<file path="src/rtl/snn_pkg.sv">
// Shared types and sizing helpers for the spiking-network datapath blocks.
package snn_pkg;

    typedef enum logic [1:0] {
        ST_IDLE,
        ST_ACCUM,
        ST_UPDATE
    } state_t;

    function automatic int clog2(input int n);
        int r;
        int x;
        r = 0;
        x = 1;
        while (x < n) begin
            x = x * 2;
            r++;
        end
        return r;
    endfunction

    // Wide enough that summing every synapse at full weight cannot wrap.
    function automatic int acc_width(input int weight_w, input int num_syn);
        return weight_w + clog2(num_syn);
    endfunction

    // Synapse k occupies weights[k*weight_w +: weight_w] of the flattened bus.
    function automatic int weight_lsb(input int k, input int weight_w);
        return k * weight_w;
    endfunction

endpackage

</file>
<file path="src/rtl/lif_update.sv">
// Combinational membrane update: leak, integrate, clamp to V_MAX, threshold test.
module lif_update #(
    parameter int V_W        = 12,
    parameter int ACC_W      = 10,
    parameter int THRESHOLD  = 200,
    parameter int LEAK_SHIFT = 3
) (
    input  logic [V_W-1:0]   v,
    input  logic [ACC_W-1:0] acc,
    input  logic             refractory,
    output logic [V_W-1:0]   v_next,
    output logic             fire
);

    localparam int SUM_W = ((V_W > ACC_W) ? V_W : ACC_W) + 1;
    localparam logic [SUM_W-1:0] V_MAX_EXT = {{(SUM_W-V_W){1'b0}}, {V_W{1'b1}}};
    localparam logic [V_W-1:0]   THR       = V_W'(THRESHOLD);

    function automatic logic [V_W-1:0] saturate(input logic [SUM_W-1:0] x);
        if (x > V_MAX_EXT) begin
            return {V_W{1'b1}};
        end
        return x[V_W-1:0];
    endfunction

    logic [SUM_W-1:0] v_ext;
    logic [SUM_W-1:0] sum;

    // v - (v >> s) never goes negative, so only the upper clamp is needed.
    assign v_ext  = SUM_W'(v);
    assign sum    = v_ext - (v_ext >> LEAK_SHIFT) + SUM_W'(acc);
    assign v_next = saturate(sum);
    assign fire   = !refractory && (v_next >= THR);

endmodule

</file>
<file path="src/rtl/lif_neuron.sv">
// Leaky integrate-and-fire neuron: serial weighted spike sum, then one update cycle.
module lif_neuron
    import snn_pkg::*;
#(
    parameter int NUM_SYNAPSES  = 100,
    parameter int WIDTH_P       = 8,
    parameter int V_W           = 12,
    parameter int THRESHOLD     = 200,
    parameter int LEAK_SHIFT    = 3,
    parameter int REFRACT_STEPS = 2
) (
    input  logic                            clk_i,
    input  logic                            rst_i,
    input  logic [NUM_SYNAPSES*WIDTH_P-1:0] weights_i,
    input  logic [NUM_SYNAPSES-1:0]         spikes_i,
    input  logic                            step_i,
    output logic                            busy_o,
    output logic                            done_o,
    output logic                            spike_o,
    output logic [V_W-1:0]                  membrane_o
);

    localparam int ACC_W = acc_width(WIDTH_P, NUM_SYNAPSES);
    localparam int IDX_W = (clog2(NUM_SYNAPSES) > 0) ? clog2(NUM_SYNAPSES) : 1;
    localparam int REF_W = (clog2(REFRACT_STEPS + 1) > 0) ? clog2(REFRACT_STEPS + 1) : 1;

    state_t                  state;
    logic [NUM_SYNAPSES-1:0] snap;
    logic [ACC_W-1:0]        acc;
    logic [IDX_W-1:0]        idx;
    logic [REF_W-1:0]        refract;
    logic [V_W-1:0]          v;

    logic [WIDTH_P-1:0]      w_cur;
    logic [V_W-1:0]          v_next;
    logic                    fire;
    logic                    refractory;
    logic                    last_syn;

    assign w_cur      = weights_i[weight_lsb(int'(idx), WIDTH_P) +: WIDTH_P];
    assign refractory = (refract != '0);
    assign last_syn   = (idx == IDX_W'(NUM_SYNAPSES - 1));
    assign busy_o     = (state != ST_IDLE);
    assign membrane_o = v;

    lif_update #(
        .V_W       (V_W),
        .ACC_W     (ACC_W),
        .THRESHOLD (THRESHOLD),
        .LEAK_SHIFT(LEAK_SHIFT)
    ) u_update (
        .v         (v),
        .acc       (acc),
        .refractory(refractory),
        .v_next    (v_next),
        .fire      (fire)
    );

    always_ff @(posedge clk_i or posedge rst_i) begin
        if (rst_i) begin
            state   <= ST_IDLE;
            snap    <= '0;
            acc     <= '0;
            idx     <= '0;
            refract <= '0;
            v       <= '0;
            done_o  <= 1'b0;
            spike_o <= 1'b0;
        end else begin
            done_o  <= 1'b0;
            spike_o <= 1'b0;
            case (state)
                ST_IDLE: begin
                    if (step_i) begin
                        acc <= '0;
                        // A refractory step skips accumulation and only leaks.
                        if (refractory) begin
                            state <= ST_UPDATE;
                        end else begin
                            snap  <= spikes_i;
                            idx   <= '0;
                            state <= ST_ACCUM;
                        end
                    end
                end
                ST_ACCUM: begin
                    if (snap[idx]) begin
                        acc <= acc + ACC_W'(w_cur);
                    end
                    if (last_syn) begin
                        idx   <= '0;
                        state <= ST_UPDATE;
                    end else begin
                        idx <= idx + IDX_W'(1);
                    end
                end
                ST_UPDATE: begin
                    done_o <= 1'b1;
                    state  <= ST_IDLE;
                    if (fire) begin
                        spike_o <= 1'b1;
                        v       <= '0;
                        refract <= REF_W'(REFRACT_STEPS);
                    end else begin
                        v <= v_next;
                        if (refractory) begin
                            refract <= refract - REF_W'(1);
                        end
                    end
                end
                default: state <= ST_IDLE;
            endcase
        end
    end

endmodule

</file>
<file path="config.mk">
export PLATFORM = sky130hd
export DESIGN_NAME = lif_neuron
export DESIGN_NICKNAME = d
export VERILOG_FILES = /design/src/rtl/snn_pkg.sv /design/src/rtl/lif_update.sv /design/src/rtl/lif_neuron.sv
export SDC_FILE = /design/constraint.sdc
export NUM_CORES = 1
export LEC_CHECK = 0
export ABC_CLOCK_PERIOD_IN_PS = 6700
export CAP_MARGIN = 0
export CORE_AREA = 2 2 356 358
export DETAILED_ROUTE_END_ITERATION = 16
export DIE_AREA = 0 0 358 360
export PLACE_DENSITY = 0.35
export SETUP_SLACK_MARGIN = 0.4
export SYNTH_ARGS = -nofsm -noshare
export SYNTH_HDL_FRONTEND = slang
export SYNTH_SLANG_ARGS = --single-unit
</file>
<file path="constraint.sdc">
create_clock -name clk_i -period 6.7 [get_ports clk_i]
set_input_delay 1.34 -clock clk_i [delete_from_list [all_inputs] [get_ports clk_i]]
set_output_delay 1.34 -clock clk_i [all_outputs]
set_load 0.05 [all_outputs]
</file>
Word level (Yosys, flattened, before mapping)
Index checks and enable logic that the tools add are counted.
{"block": "op_classes", "n_addsub": 5, "multipliers": 0, "n_div": 0, "order_cmp": 3, "eq_ne": 7, "shifts": 1, "muxes": 22, "bitwise": 1, "n_reduce_logical": 12}
{"cell": "800-bit by 11-bit indexed part select with 8-bit output", "count": 1}
{"cell": "12-bit 2-to-1 mux", "count": 3}
{"cell": "15-bit 2-to-1 mux", "count": 2}
{"cell": "15-bit case mux with 2 select lines", "count": 1}
{"cell": "7-bit 2-to-1 mux", "count": 3}
{"cell": "16-bit by 15-bit adder with 16-bit output", "count": 1}
{"cell": "16-bit by 12-bit greater-than comparator with 1-bit output, second input constant", "count": 1}
{"cell": "15-bit by 8-bit adder with 15-bit output", "count": 1}
{"cell": "7-bit case mux with 2 select lines", "count": 1}
{"cell": "12-bit by 9-bit subtractor with 13-bit output", "count": 1}
{"cell": "12-bit by 8-bit >= comparator with 1-bit output, second input constant", "count": 1}
{"cell": "2-bit 2-to-1 mux", "count": 5}
{"cell": "3-bit AND reduction", "count": 3}
{"cell": "7-bit by 8-bit less-than comparator with 1-bit output, second input constant", "count": 1}
{"cell": "2-bit inequality test, second input constant", "count": 4}
{"cell": "2-bit nonzero test", "count": 4}
{"cell": "7-bit by 1-bit adder with 7-bit output, second input constant", "count": 1}
{"cell": "1-bit binary-select mux with 7-bit select", "count": 1}
{"cell": "7-bit == test, second input constant", "count": 1}
{"cell": "1-bit 2-to-1 mux", "count": 5}
{"cell": "2-bit case mux with 2 select lines", "count": 1}
{"cell": "2-bit AND reduction", "count": 2}
{"cell": "2-bit by 1-bit == test with 1-bit output, second input constant", "count": 1}
{"cell": "2-bit == test, second input constant", "count": 1}
{"cell": "5 further kinds", "count": 5}
{"block": "totals", "regBits": 140, "latch_bits": 0, "mem_bits_rw": 0, "mem_bits_ro": 0, "output_inout_bits": 15, "n_memories": 0}

Depth between registers and ports, before layout
{"block": "depth", "ltp_word": 9, "mapped_depth": 22, "depth_no_buf": 20}

Modules after synthesis
From an unflattened synthesis, not the netlist that was laid out.
{"block": "hier_totals", "hier_cells": 1068, "area_unflattened_um2": 14436.3}
{"module": "lif_neuron", "n_inst": 1, "cells_per_inst": 880, "area_per_inst_um2": 13078.8, "seq_area_each_um2": 3503.4}
{"module": "lif_update", "n_inst": 1, "cells_per_inst": 188, "area_per_inst_um2": 1357.6, "seq_area_each_um2": 0.0}

Worst setup path after synthesis
OpenSTA, ideal clock, no wires.
{"block": "synth_path", "path_type": "register to register", "from": "register v[5], in the netlist membrane_o[5]", "to": "register refract[1]", "arrival_ps": 4623, "required_time_ps": 6570, "setup_slack_ps": 1947, "stages_incl_launch_ff": 22, "path_buffers": 2, "period_less_slack_ps": 4753, "path_cell_list": "dfrtp_1 > inv_1 > ha_1 > nor2b_1 > o31a_1 > o31a_1 > o21a_1 > nor2_1 > nor2b_1 > nor3_1 > xnor2_1 > ha_1 > buf_2 > nand2_1 > o221ai_1 > o21ba_1 > o31a_1 > or3_1 > a2111oi_2 > buf_2 > a31oi_1 > mux2i_1"}
{"block": "synth_between", "elab_chain_cells": 9, "word_cells_on_any_way": 10, "cone_classes": "add/sub (2); order compare (2); mux (3); reduce/logical (3)"}
{"element": "start: declaration", "line": "lif_neuron.sv:32", "text": "logic [V_W-1:0] v;"}
{"element": "start signal: assignment", "line": "lif_neuron.sv:105", "text": "v <= v_next;"}
{"element": "12-bit by 9-bit subtractor with 13-bit output *", "line": "lif_update.sv:31", "text": "assign sum = v_ext - (v_ext >> LEAK_SHIFT) + SUM_W'(acc);"}
{"element": "16-bit by 15-bit adder with 16-bit output *", "line": "lif_update.sv:31"}
{"element": "16-bit by 12-bit greater-than comparator with 1-bit output", "line": "lif_update.sv:20", "text": "if (x > V_MAX_EXT) begin"}
{"element": "1-bit 2-to-1 mux", "line": "lif_update.sv:20"}
{"element": "12-bit 2-to-1 mux *", "line": "lif_update.sv:23", "text": "return x[V_W-1:0];"}
{"element": "12-bit by 8-bit >= comparator with 1-bit output *", "line": "lif_update.sv:33", "text": "assign fire = !refractory && (v_next >= THR);"}
{"element": "1-bit logical AND *", "line": "lif_update.sv:33"}
{"element": "2-bit nonzero test (no source line)"}
{"element": "2-bit AND reduction (no source line)"}
{"element": "end signal: assignment", "line": "lif_neuron.sv:103", "text": "refract <= REF_W'(REFRACT_STEPS);"}
{"element": "end signal: assignment", "line": "lif_neuron.sv:107", "text": "refract <= refract - REF_W'(1);"}
{"element": "end: declaration", "line": "lif_neuron.sv:31", "text": "logic [REF_W-1:0] refract;"}
Every way passes the cells marked *; elsewhere a longest branch is shown, timed or not.
A chain may end at the register's enable or synchronous reset.

Worst setup path after layout
{"block": "layout_path", "from": "register idx[0]", "to": "register acc[14]"}
{"block": "layout_between", "elab_chain_cells": 4, "word_cells_on_any_way": 8, "cone_classes": "add/sub (1); eq/ne (1); shift (1); mux (4); reduce/logical (1)"}
{"element": "start: declaration", "line": "lif_neuron.sv:30", "text": "logic [IDX_W-1:0] idx;"}
{"element": "start signal: assignment", "line": "lif_neuron.sv:94", "text": "idx <= idx + IDX_W'(1);"}
{"element": "800-bit by 11-bit indexed part select with 8-bit output or 1-bit binary-select mux with 7-bit select (tied branches)", "line": "lif_neuron.sv:40, lif_neuron.sv:87"}
{"element": "15-bit by 8-bit adder with 15-bit output or 1-bit 2-to-1 mux (tied branches)", "line": "lif_neuron.sv:88, lif_neuron.sv:87"}
{"element": "15-bit 2-to-1 mux or 2-bit inequality test (tied branches)"}
{"element": "15-bit case mux with 2 select lines or 3-bit AND reduction (tied branches)"}
{"element": "end signal: assignment", "line": "lif_neuron.sv:88", "text": "acc <= acc + ACC_W'(w_cur);"}
{"element": "end: declaration", "line": "lif_neuron.sv:29", "text": "logic [ACC_W-1:0] acc;"}
Parallel ways exist; a longest one is shown, timed or not. The select of a mux whose other input is x is not followed.

==> flow_summary.ini <==
[route]
drtAntennaViolNets = 0
post_drt_wl_per_cell_um = 27.1
drt_first_pass_iters = 4
drt-total-wl_um = 98000
drt_iter0_drc = 687
viasPerCell = 3.88
drcViolationCount = 0
vias = 14000

[floorplan]
die_y_um = 360
design.core.area_um2 = 125000
initial_core_util_pct = 11.6
die_w_um = 358
rows = 130
dieArea_um2 = 129000
io_pins = 918

[logic_synthesis]
synth.distinct_cells = 79
synth_area_per_cell_um2 = 13.5
ys_warn_count = 0
synthArstFlopShare_pct = 100
synth_fa_ha_area_share_pct = 3.45
synth_area_um2 = 14400
synth_cells = 1070
synth_edf_count = 0
synth_xor_xnor_area_share_pct = 1.15
synth_mux_area_share_pct = 53.0
synth_compound_area_share_pct = 8.02
synthSimpleGateAreaFrac_pct = 5.76
synth_flop_cell = dfrtp_1
syn_nets = 2011
ys_ff_latch = 140
seq_area_frac_synth_pct = 24.3
synth_top_family_by_area = multiplexers

[pwr]
p_total_mw = 9.48
ir_drop_uv = 205
power_density_nw_per_um2 = 360
power_leakage_nw = 9.22

[clocking]
ctsRootBufferMaster = clkbuf_16
clock_latency_ns = 0.48
clkTransAtPathRegs_ns = 0.07
htree_levels = 4
cts_resized = 0
cts_setup_buffers = 0
cts_tree = yes
cts_sinks = 140
hold_buffers = 0
clk_path_buf_depth = 2
cts_buffers = 17

[hold_path]
whs_path_depth = 1
min_from = snap[24]
hp-class = reg2reg
min_to = snap[24]

[outcome]
outcome = finished, final reports clean

[cells_and_area]
nets = 2886
syn_to_final_growth_pct = 82.0
drive_above_1_share_pct = 24.2

[timing]
finalHoldViolations = 0
tns_ns = 0
setup_viol = 0
fin_skew_ns = 0.0119
period_share_pct = 79.5
final_max_slew_viol_count = 0
period_minus_slack_ns = 5.32
worst_slew_pin_slew_ns = 0.906
slew_headroom_pct = 39.6
grt_setup_unrepaired = no
clock.fmax_mhz = 188

[setup_path]
worstSetupPathType = reg2reg
rrSetupSlack_ns = 1.38
end_kind = register
worstPathMaxFanout = 21
r2r_end = acc[14]
required_ns = 7.10
r2r-start = idx[0]
ff2ff_path_depth = 15
cp.arrival_ns = 5.72
critPathLaunchType = register

[global_route]
grt_max_degree = 101
grt_overflow = 0
grt_pass1_vias = 15500
antenna_found_initial = 22
grt_pass1_wl_um = 132000
grt_usage_pct = 14.8

[placement]
dp_hpwl_um = 85300
io_buffers = 917
gp_congestion = 0.868

[flow_run]
cap_violations = 0
==> placed cells by master, fill, tap and decap left out, drive strengths merged, types with 15 or more instances in the layout <==
| cell | instances |
|---|---|
| clkdlybuf4s50 | 917 |
| mux4 | 280 |
| dfrtp | 140 |
| mux2 | 104 |
| nand2 | 55 |
| inv | 51 |
| o21ai | 42 |
| nor2 | 38 |
| ha | 35 |
| buf | 34 |
| a21oi | 28 |
| clkbuf | 18 |
| nand3 | 17 |
| mux2i | 15 |
==> per-layer routing <==
metal	GRT usage, %	up-vias	part of all wire, %
li1	-	6210	-
met1	16.3	7266	37
met2	29.7	466	58
met3	2.34	66	4.1
met4	2.13	12	0.95
met5	0	-	0.087
==> power breakdown <==
part	switching (mW)	internal [mW]	leakage, nW	total [mW]
combinational	3.36	3.45	7.21	6.81
clock	0.439	0.592	0.284	1.03
sequential	0.396	1.24	1.72	1.63
==> worst max-delay path, stage by stage, from the launching register on <==
cell	delay, ns
dfrtp_4	0.85
buf_4	0.39
buf_4	0.23
mux4_2	0.58
mux4_2	0.48
mux4_2	0.53
nand2_1	0.12
nand2_1	0.07
ha_1	0.34
inv_1	0.05
o21bai_1	0.14
a21oi_1	0.12
o21ai_0	0.36
nand2_1	0.19
or4_1	0.55
a21oi_1	0.16
==> cell usage after synthesis (6+ instances only) <==
cell | count | share of area (%)
a21oi_1 | 26 | 0.90
xor2_1 | 6 | 0.36
nand2_1 | 55 | 1.4
a22oi_1 | 6 | 0.31
mux4_2 | 272 | 42
buf_2 | 28 | 0.97
and3_1 | 6 | 0.26
clkbuf_1 | 44 | 1.1
mux2i_1 | 15 | 1.0
nor2_1 | 38 | 0.99
buf_1 | 15 | 0.39
o21ai_0 | 29 | 1.0
o21ai_2 | 8 | 0.49
dfrtp_1 | 140 | 24
o21a_1 | 9 | 0.47
mux2_2 | 104 | 8.1
a211oi_1 | 6 | 0.31
ha_1 | 35 | 3.0
nand3_1 | 16 | 0.55
nor2b_1 | 12 | 0.52
o22ai_1 | 9 | 0.39
xnor2_1 | 13 | 0.79
nor3_1 | 12 | 0.42
inv_1 | 46 | 1.2
mux4_1 | 8 | 1.5
==> cell families after synthesis <==
logic type,after synthesis
xor+xnor,19
flops,140
fa+ha+maj,38
simple gates,170
mux,399
compound gates,162
buf+inv,142
==> registers in the layout, summed over array words and instances, names as in the netlist <==
register and count:
refract 2, idx 7, spike_o 1, state 2
done_o 1, membrane_o 12, snap 100, acc 15
==> how the worst max path moves through the flow <==
stage                   start      end  slack (ns)
6_report               idx[0]  acc[14]        1.38
5_1_grt                idx[0]  acc[14]        0.98
4_1_cts                idx[0]  acc[14]        1.20
3_5_place_dp    weights_i[48]  acc[14]        0.85
3_3_place_gp   weights_i[298]  acc[14]        0.80
2_1_floorplan           rst_i   acc[0]        1.61
==> stage by stage <==
stage,utilization (%),setup WS [ns],hold WS (ns),instances,cell area [um2]
after global routing,21.0,0.978,0.514,3610,26300
final,21.0,1.38,0.500,3613,26300
after detailed placement,20.5,0.846,0.489,3576,25700
after global placement,20.5,0.800,0.481,3576,25700
after CTS,21.0,1.20,0.505,3608,26300
after floorplan,-,1.61,0.472,1070,14400
==> layout make-up <==
cell class / instances / area [um2]
Antenna cell: 5 / 12.5
Clock buffer: 18 / 429
Clock inverter: 14 / 185
Fill cell: 13400 / 98600
Inverter: 47 / 181
Multi-Input combinational cell: 788 / 10300
Sequential cell: 140 / 3520
Tap cell: 1650 / 2060
Timing Repair Buffer: 951 / 9570
Note: power is estimated with default switching activity, not from simulation.
